$ cat src/rtl/stopwatch_ctrl_if.sv
// rtl/stopwatch_ctrl_if.sv - button, count and display signals of the stopwatch controller
interface stopwatch_ctrl_if #(
  parameter int DIGIT_W = 14
);
  logic               btn_run;
  logic               btn_clr;
  logic [DIGIT_W-1:0] i_count;
  logic               o_run_on;
  logic               o_clr_on;
  logic               o_tick;
  logic [DIGIT_W-1:0] o_digit;
  logic               o_lap;
  logic [1:0]         o_state;

  modport master (
    output btn_run, btn_clr, i_count,
    input  o_run_on, o_clr_on, o_tick, o_digit, o_lap, o_state
  );

  modport slave (
    input  btn_run, btn_clr, i_count,
    output o_run_on, o_clr_on, o_tick, o_digit, o_lap, o_state
  );
endinterface

$ cat src/rtl/stopwatch_ctrl.sv
// rtl/stopwatch_ctrl.sv - debounced STOP/RUN/LAP/CLEAR sequencer with count-tick prescaler
module stopwatch_ctrl #(
  parameter int DB_CYCLES = 1_000_000,
  parameter int CLK_DIV   = 1_000_000,
  parameter int DIGIT_W   = 14
) (
  input  logic            clk,
  input  logic            reset,
  stopwatch_ctrl_if.slave sw
);
  localparam int DB_W = $clog2(DB_CYCLES + 1);
  localparam int PS_W = $clog2(CLK_DIV);
  localparam logic [DB_W-1:0] DB_LAST = DB_W'(DB_CYCLES - 1);
  localparam logic [PS_W-1:0] PS_LAST = PS_W'(CLK_DIV - 1);

  typedef enum logic [1:0] {
    ST_STOP  = 2'd0,
    ST_RUN   = 2'd1,
    ST_LAP   = 2'd2,
    ST_CLEAR = 2'd3
  } state_t;

  state_t             state;
  state_t             state_nx;
  logic               lap_capture;
  logic [1:0]         raw;
  logic [1:0]         sync1;
  logic [1:0]         sync2;
  logic [1:0]         db;
  logic [1:0]         press;
  logic [DB_W-1:0]    db_cnt [2];
  logic [PS_W-1:0]    presc;
  logic [DIGIT_W-1:0] lap_q;
  logic               run_ev;
  logic               clr_ev;
  logic               run_on;

  // Bit 0 is the run button, bit 1 the clear/lap button.
  assign raw = {sw.btn_clr, sw.btn_run};

  always_ff @(posedge clk) begin
    if (reset) begin
      sync1 <= '0;
      sync2 <= '0;
      db    <= '0;
      press <= '0;
      for (int i = 0; i < 2; i++) db_cnt[i] <= '0;
    end else begin
      sync1 <= raw;
      sync2 <= sync1;
      for (int i = 0; i < 2; i++) begin
        press[i] <= 1'b0;
        if (sync2[i] == db[i]) begin
          db_cnt[i] <= '0;
        end else if (db_cnt[i] == DB_LAST) begin
          db[i]     <= sync2[i];
          db_cnt[i] <= '0;
          press[i]  <= sync2[i];
        end else begin
          db_cnt[i] <= db_cnt[i] + DB_W'(1);
        end
      end
    end
  end

  // A run press in the same cycle as a clear press takes priority.
  assign run_ev = press[0];
  assign clr_ev = press[1] & ~press[0];

  always_ff @(posedge clk) begin
    if (reset) state <= ST_STOP;
    else       state <= state_nx;
  end

  always_comb begin
    state_nx    = state;
    lap_capture = 1'b0;
    case (state)
      ST_STOP: begin
        if (run_ev)      state_nx = ST_RUN;
        else if (clr_ev) state_nx = ST_CLEAR;
      end
      ST_RUN: begin
        if (run_ev) begin
          state_nx = ST_STOP;
        end else if (clr_ev) begin
          state_nx    = ST_LAP;
          lap_capture = 1'b1;
        end
      end
      ST_LAP: begin
        if (run_ev)      state_nx = ST_STOP;
        else if (clr_ev) state_nx = ST_RUN;
      end
      default: state_nx = ST_STOP;
    endcase
  end

  assign run_on = (state == ST_RUN) || (state == ST_LAP);

  // Prescaler holds in STOP so a resumed run keeps its sub-tick fraction.
  always_ff @(posedge clk) begin
    if (reset || state == ST_CLEAR) begin
      presc <= '0;
    end else if (run_on) begin
      if (presc == PS_LAST) presc <= '0;
      else                  presc <= presc + PS_W'(1);
    end
  end

  always_ff @(posedge clk) begin
    if (reset)            lap_q <= '0;
    else if (lap_capture) lap_q <= sw.i_count;
  end

  assign sw.o_run_on = run_on;
  assign sw.o_clr_on = (state == ST_CLEAR);
  assign sw.o_lap    = (state == ST_LAP);
  assign sw.o_state  = state;
  assign sw.o_tick   = run_on && (presc == PS_LAST);
  assign sw.o_digit  = (state == ST_LAP) ? lap_q : sw.i_count;
endmodule

$ cat src/flat_wrapper.sv
// flat-port wrapper written by rule: the top's interface ports become plain ports
module stopwatch_ctrl_flat 
#(
  parameter int DB_CYCLES = 1_000_000,
  parameter int CLK_DIV   = 1_000_000,
  parameter int DIGIT_W   = 14
)
  (clk, reset, sw_btn_run, sw_btn_clr, sw_i_count, sw_o_run_on, sw_o_clr_on, sw_o_tick, sw_o_digit, sw_o_lap, sw_o_state);
  stopwatch_ctrl_if #(.DIGIT_W(DIGIT_W)) sw_i ();
  input  logic clk;
  input  logic reset;
  input wire logic [$bits(sw_i.btn_run)-1:0] sw_btn_run;
  input wire logic [$bits(sw_i.btn_clr)-1:0] sw_btn_clr;
  input wire logic [$bits(sw_i.i_count)-1:0] sw_i_count;
  output wire logic [$bits(sw_i.o_run_on)-1:0] sw_o_run_on;
  output wire logic [$bits(sw_i.o_clr_on)-1:0] sw_o_clr_on;
  output wire logic [$bits(sw_i.o_tick)-1:0] sw_o_tick;
  output wire logic [$bits(sw_i.o_digit)-1:0] sw_o_digit;
  output wire logic [$bits(sw_i.o_lap)-1:0] sw_o_lap;
  output wire logic [$bits(sw_i.o_state)-1:0] sw_o_state;
  assign sw_i.btn_run = sw_btn_run;
  assign sw_i.btn_clr = sw_btn_clr;
  assign sw_i.i_count = sw_i_count;
  assign sw_o_run_on = sw_i.o_run_on;
  assign sw_o_clr_on = sw_i.o_clr_on;
  assign sw_o_tick = sw_i.o_tick;
  assign sw_o_digit = sw_i.o_digit;
  assign sw_o_lap = sw_i.o_lap;
  assign sw_o_state = sw_i.o_state;
  stopwatch_ctrl #(.DB_CYCLES(DB_CYCLES), .CLK_DIV(CLK_DIV), .DIGIT_W(DIGIT_W)) u_core (.clk(clk), .reset(reset), .sw(sw_i));
endmodule
$ cat config.mk
export PLATFORM = sky130hd
export DESIGN_NAME = stopwatch_ctrl_flat
export DESIGN_NICKNAME = d
export VERILOG_FILES = /design/src/rtl/stopwatch_ctrl_if.sv /design/src/rtl/stopwatch_ctrl.sv /design/src/flat_wrapper.sv
export SDC_FILE = /design/constraint.sdc
export NUM_CORES = 1
export LEC_CHECK = 0
export CAP_MARGIN = 10
export CORE_ASPECT_RATIO = 1.4
export CORE_MARGIN = 2
export CORE_UTILIZATION = 52
export DETAILED_ROUTE_END_ITERATION = 16
export GPL_TIMING_DRIVEN = 1
export PLACE_DENSITY_LB_ADDON = 0.12
export SYNTH_ARGS = -nofsm -noshare
export SYNTH_HDL_FRONTEND = slang
export SYNTH_SLANG_ARGS = --single-unit
export TNS_END_PERCENT = 50
$ cat constraint.sdc
create_clock -name clk -period 2.2 [get_ports clk]
set_clock_uncertainty 0.15 [all_clocks]
set_input_delay 0.44 -clock clk [delete_from_list [all_inputs] [get_ports clk]]
set_output_delay 0.44 -clock clk [all_outputs]
set_load 0.05 [all_outputs]
# Word-level counts from Yosys, hierarchy flattened
# Memories as Yosys holds them, arrays and structs flattened.
# Cells that the tools add are included.
[op_classes]
muxes = 42
eq_ne = 11
n_bitwise = 12
n_addsub = 3
reduce_logical = 9
[op_table]
columns = ["cell", "count"]
rows = [
  ["$mux 20", 7],
  ["$add 20x1->20 const B", 3],
  ["$eq 20x20->1 const B", 3],
  ["$mux 1", 27],
  ["$mux 14", 1],
  ["$mux 2", 6],
  ["$ne 3x1->1 const B", 3],
  ["$or 1x1->1", 6],
  ["$pmux 2 s3", 1],
  ["$reduce_or 3->1", 2],
  ["$not 1->1", 5],
  ["$eq 2x2->1 const B", 2],
  ["$reduce_and 2->1", 2],
  ["$reduce_and 3->1", 1],
  ["$eq 1x1->1", 2],
  ["$eq 2x1->1 const B", 1],
  ["$logic_not 2->1", 1],
  ["$logic_or 1x1->1", 2],
  ["$and 1x1->1", 1],
  ["$logic_and 1x1->1", 1],
]
[word_totals]
wordCells = 87
mem_bits_rw = 40
n_memories = 1
out_inout_bits = 20
reg_bits = 44
in_bits = 18
[memory_table]
columns = ["memory", "words", "word_bits", "rd", "rd_clocked_by_memory_dff", "wr", "line", "rtl"]
rows = [
  ["u_core.db_cnt", 2, 20, 2, 0, 2, "stopwatch_ctrl.sv:31", "logic [DB_W-1:0] db_cnt [2];"],
]

# Logic depth before layout (Yosys ltp)
[logic_depth]
ltp_word = 7
mapped_depth = 8
ltp_nobuf = 6

# Worst setup path after synthesis
# Ideal clock, no wire load.
[synth_timing]
path_type = "flip-flop to output port"
from = "reg u_core.state[0] (netlist: u_core.sw.o_state[0])"
to = "out sw_o_tick"
stages_incl_launch_ff = 7
arrival_time_ns = 2.800
slack_ns = -1.190
required_time_ns = 1.610
path_buffers = 1
cell_sequence = "dfxtp_1 inv_1 ha_1 buf_2 nand3_1 or2_2 nor2_1"
[synth_between]
elab_chain_len = 3
[synth_rtl]
columns = ["element", "line", "rtl"]
rows = [
  ["from (decl)", "stopwatch_ctrl.sv:23", "state_t state;"],
  ["from (signal assigned)", "stopwatch_ctrl.sv:72", "else state <= state_nx;"],
  ["$eq 2x1->1 / $eq 2x2->1 (equally long branches)", "stopwatch_ctrl.sv:99", "assign run_on = (state == ST_RUN) || (state == ST_LAP);"],
  ["$logic_or 1x1->1 *", "stopwatch_ctrl.sv:99", ""],
  ["named net sw_o_run_on", "flat_wrapper.sv:15", "output wire logic [$bits(sw_i.o_run_on)-1:0] sw_o_run_on;"],
  ["$logic_and 1x1->1 *", "stopwatch_ctrl.sv:120", "assign sw.o_tick = run_on && (presc == PS_LAST);"],
  ["to (decl)", "flat_wrapper.sv:17", "output wire logic [$bits(sw_i.o_tick)-1:0] sw_o_tick;"],
]
# The timed path passes the listed nets; every way through them passes the cells marked *.

# Worst setup path after layout
[layout_timing]
from = "reg u_core.state[0] (netlist: u_core.sw.o_state[0])"
to = "out sw_o_digit[3]"
[layout_between]
elab_chain_len = 2
[layout_rtl]
columns = ["element", "line", "rtl"]
rows = [
  ["$eq 2x2->1", "stopwatch_ctrl.sv:121", "assign sw.o_digit = (state == ST_LAP) ? lap_q : sw.i_count;"],
  ["$mux 14", "stopwatch_ctrl.sv:121", ""],
  ["to (decl)", "flat_wrapper.sv:18", "output wire logic [$bits(sw_i.o_digit)-1:0] sw_o_digit;"],
]
# No other way between the ends.

==> results.sh <==
export IMPL_status="finished, violations left"
export IMPL_violations="negative setup slack"
export IMPL_syn2layout_area_growth_pct=32.6
export IMPL_ys_ff_latch=84
export IMPL_cts_sinks=84
export IMPL_crit_path_end="sw_o_digit[3]"
export IMPL_setup_violations=11
export IMPL_viasPerCell=5.48
export IMPL_ys_types=41
export IMPL_final_nets=582
export IMPL_antenna_cells=0
export IMPL_synth_main_ff_cell="dfxtp_1"
export IMPL_critPathKind="reg2out"
export IMPL_synth_most_common_cell="nand2_1"
export IMPL_power_leakage_nw=1.95
export IMPL_synth_compound_area_share_pct=8.41
export IMPL_p_sw_share_pct=22.5
export IMPL_min_period_over_period_pct=101
export IMPL_synth_top_area_share_pct=28.2
export IMPL_cts_tree="built"
export IMPL_yosys_area_share_simple_pct=26.0
export IMPL_hold_class="reg2reg"
export IMPL_worstPathArrival_ns=1.64
export IMPL_synth_area_top_cells="edfxtp_1 28%, dfxtp_1 21%, xnor2_1 5.1%, nand2_1 4.9%, nor2_1 4.4%"
export IMPL_synth_commonest_cells="56 x nand2_1, 50 x nor2_1, 44 x dfxtp_1"
export IMPL_final_cell_area_sq_mm=0.00565
export IMPL_grt_usage_pct=22.4
export IMPL_fin_total_pwr_mw=3.56
export IMPL_detail_route_first_pass_iterations=4
export IMPL_power_switching_uw=802
export IMPL_core_sq_mm=0.00805
export IMPL_yosysTopAreaCell="edfxtp_1"
export IMPL_clkPwrFrac_pct=41.9
export IMPL_ant_nets=0
export IMPL_antenna_found_initial=0
export IMPL_crit_path_end_kind="output pin"
export IMPL_synth_top_family_by_area="simple AND/OR/NAND/NOR gates"
export IMPL_powerDensity_mw_per_mm2=630
export IMPL_yosysWarnings=0
export IMPL_grt_max_degree=20
export IMPL_startpoint_type="flip-flop"
export IMPL_worst_slew_pin_transition_ns=0.554
export IMPL_hpwl_um=6610
export IMPL_drt_initial_drc_count=288
export IMPL_syn_avg_cell_area_sq_um=9.40
export IMPL_initial_utilization_pct=52.9
export IMPL_placed_area_sq_mm=0.00526
export IMPL_netlist_area_sq_mm=0.00426
export IMPL_r2r_end="u_core.db_cnt[1][19]$_SDFFCE_PN0P_"
export IMPL_remaining_drc_errors=0
export IMPL_grt_pass1_wl_um=15800
export IMPL_max_freq_mhz=448
export IMPL_die_x_um=80.5
export IMPL_hold_buffers=0
export IMPL_rsz0062_at_grt="yes"
export IMPL_cts_path_max_buffers=2
export IMPL_cts_root_buf="clkbuf_16"
export IMPL_io_buffers=37
export IMPL_maxCapViolCount=0
export IMPL_fin_crit_ns=2.23
export IMPL_wl_per_cell_um=14.0
export IMPL_worstHoldStart="u_core.sync1[1]$_SDFF_PP0_"
export IMPL_intPower_mw=2.76
export IMPL_cts_buffers=9
export IMPL_synthAdderAreaFrac_pct=2.06
export IMPL_crit_required_ns=1.61
export IMPL_r2r_cells=4
export IMPL_rrSetupSlack_ns=0.10
export IMPL_rr_startpoint="u_core.db_cnt[1][9]$_SDFFCE_PN0P_"
export IMPL_seq_area_frac_synth_pct=48.9
export IMPL_critPathLaunch="u_core.sw.o_state[0]$_SDFFE_PP0P_"
export IMPL_synth_xor_area_share_pct=7.82
export IMPL_netlist_instances=453
export IMPL_crit_path_max_fanout=17
export IMPL_fp_row_count=39
export IMPL_clk_pin_slew_ns=0.06
export IMPL_p_comb_share_pct=9.9
export IMPL_pre_cts_ws_ns=0.0484
export IMPL_dieArea_sq_mm=0.00894
export IMPL_die_height_um=111
export IMPL_fin_ws_ns=-0.0321
export IMPL_vdd_drop_max_uv=513
export IMPL_async_reset_ff_share_pct=0
export IMPL_gp_congestion=0.853
export IMPL_routed_wirelength_um=9310
export IMPL_finalMaxSlewViolations=0
export IMPL_io_pins=38
export IMPL_grt_pass1_vias=3622
export IMPL_synth_mux_area_share_pct=3.94
export IMPL_grt_overflow=0
export IMPL_max_slew_margin_pct=63.0
export IMPL_hold_viol=0
export IMPL_synth_edf_count=40
export IMPL_dr_total_vias=3638
export IMPL_clock_latency_ns=0.34
export IMPL_drive_gt1_share_pct=17.1
export IMPL_h_tree_depth=3
export IMPL_seqPwrFrac_pct=48.2
## kinds of logic after synthesis
| family | count (synthesis) |
|---|---|
| other | 1 |
| multiplexers | 15 |
| AND/OR/NAND/NOR | 216 |
| XOR/XNOR | 38 |
| buffers and inverters | 29 |
| flip-flops | 84 |
| adder cells (fa/ha/maj) | 7 |
| AO/OA/AOI/OAI | 63 |
## final cells by class
cell class | count | area (sq um)
clock inverter | 2 | 35.0
clock buffer | 14 | 254
multi-input combinational | 379 | 2300
sequential | 84 | 2090
inverter | 14 | 57.6
tap | 102 | 128
timing repair buffer | 69 | 781
fill | 623 | 2410
## cell usage in the layout, fill, tap and decap left out, types with 5 or more instances in the layout
master and count:
nand4_1 13, or4_1 6, edfxtp_1 40, and3_1 6, o31ai_1 6, nor3_1 10, xor2_1 13, clkdlybuf4s50_1 18
nand3_1 20, or3_1 16, inv_1 12, and4_1 6, conb_1 40, o21ai_0 12, nand2_1 56, mux2_2 10
nor4_1 10, clkbuf_16 9, buf_4 32, a21oi_1 37, nor2_1 49, nor2b_1 5, dfxtp_1 42, buf_12 17
xnor2_1 25
## layer usage
metal  wire length (um)  vias up  GRT usage, %  part of all wire, %
met5                  0        -             0                    0
met4                206        0          9.72                  2.2
met3                315       19          4.15                  3.4
met2               4970       76          38.6                   53
met1               3810     1732          26.6                   41
li1                   -     1811             -                    -
## worst max-delay path, stage by stage (launching register included)
cell and delay (ns):
dfxtp_4 0.36, inv_4 0.08, ha_4 0.30, mux2_2 0.40, buf_12 0.15
## how the worst min path moves through the flow
| stage | to | slack, ns | depth (start not counted) |
|---|---|---|---|
| 6_report | u_core.sync2[1]$_SDFF_PP0_ | 0.29 | 1 |
| 3_3_place_gp | u_core.sync2[1]$_SDFF_PP0_ | 0.27 | 1 |
| 3_5_place_dp | u_core.sync2[1]$_SDFF_PP0_ | 0.28 | 1 |
| 2_1_floorplan | u_core.sync2[0]$_SDFF_PP0_ | 0.26 | 1 |
| 5_1_grt | u_core.sync2[1]$_SDFF_PP0_ | 0.32 | 1 |
| 4_1_cts | u_core.sync2[1]$_SDFF_PP0_ | 0.30 | 1 |
## power groups by stage
stage | clock network (mW) | logic, mW | registers (mW)
floorplan | 0 | 0.178 | 1.75
global placement | 0 | 0.330 | 1.74
detailed placement | 0 | 0.335 | 1.75
CTS | 1.52 | 0.345 | 1.71
global route | 1.59 | 0.378 | 1.72
finish | 1.49 | 0.351 | 1.72
## registers in the layout, summed over array words and instances, names as in the netlist
register,flops
u_core.press,2
u_core.db,2
u_core.sync2,2
u_core.sw.o_state,2
u_core.presc,20
u_core.lap_q,14
u_core.sync1,2
u_core.db_cnt,40
## through the flow
stage               std cells  TNS (ns)  hold WS, ns  util, %
finish                    664    -0.260        0.292     70.1
global route              664    -0.889        0.318     70.1
CTS                       661    -0.409        0.299     69.4
detailed placement        640         0        0.285     65.3
global placement          640         0        0.267     65.3
floorplan                 492    -0.896        0.264        -
## timing repair
action | in CTS | in global routing
cloned | 0 | 0
setup buffers | 5 | 3
setup endpoints to repair | 15 | 53
gates resized for setup | 3 | 7
pin swaps | 2 | 0
Note: power is estimated with default switching activity, not from simulation.
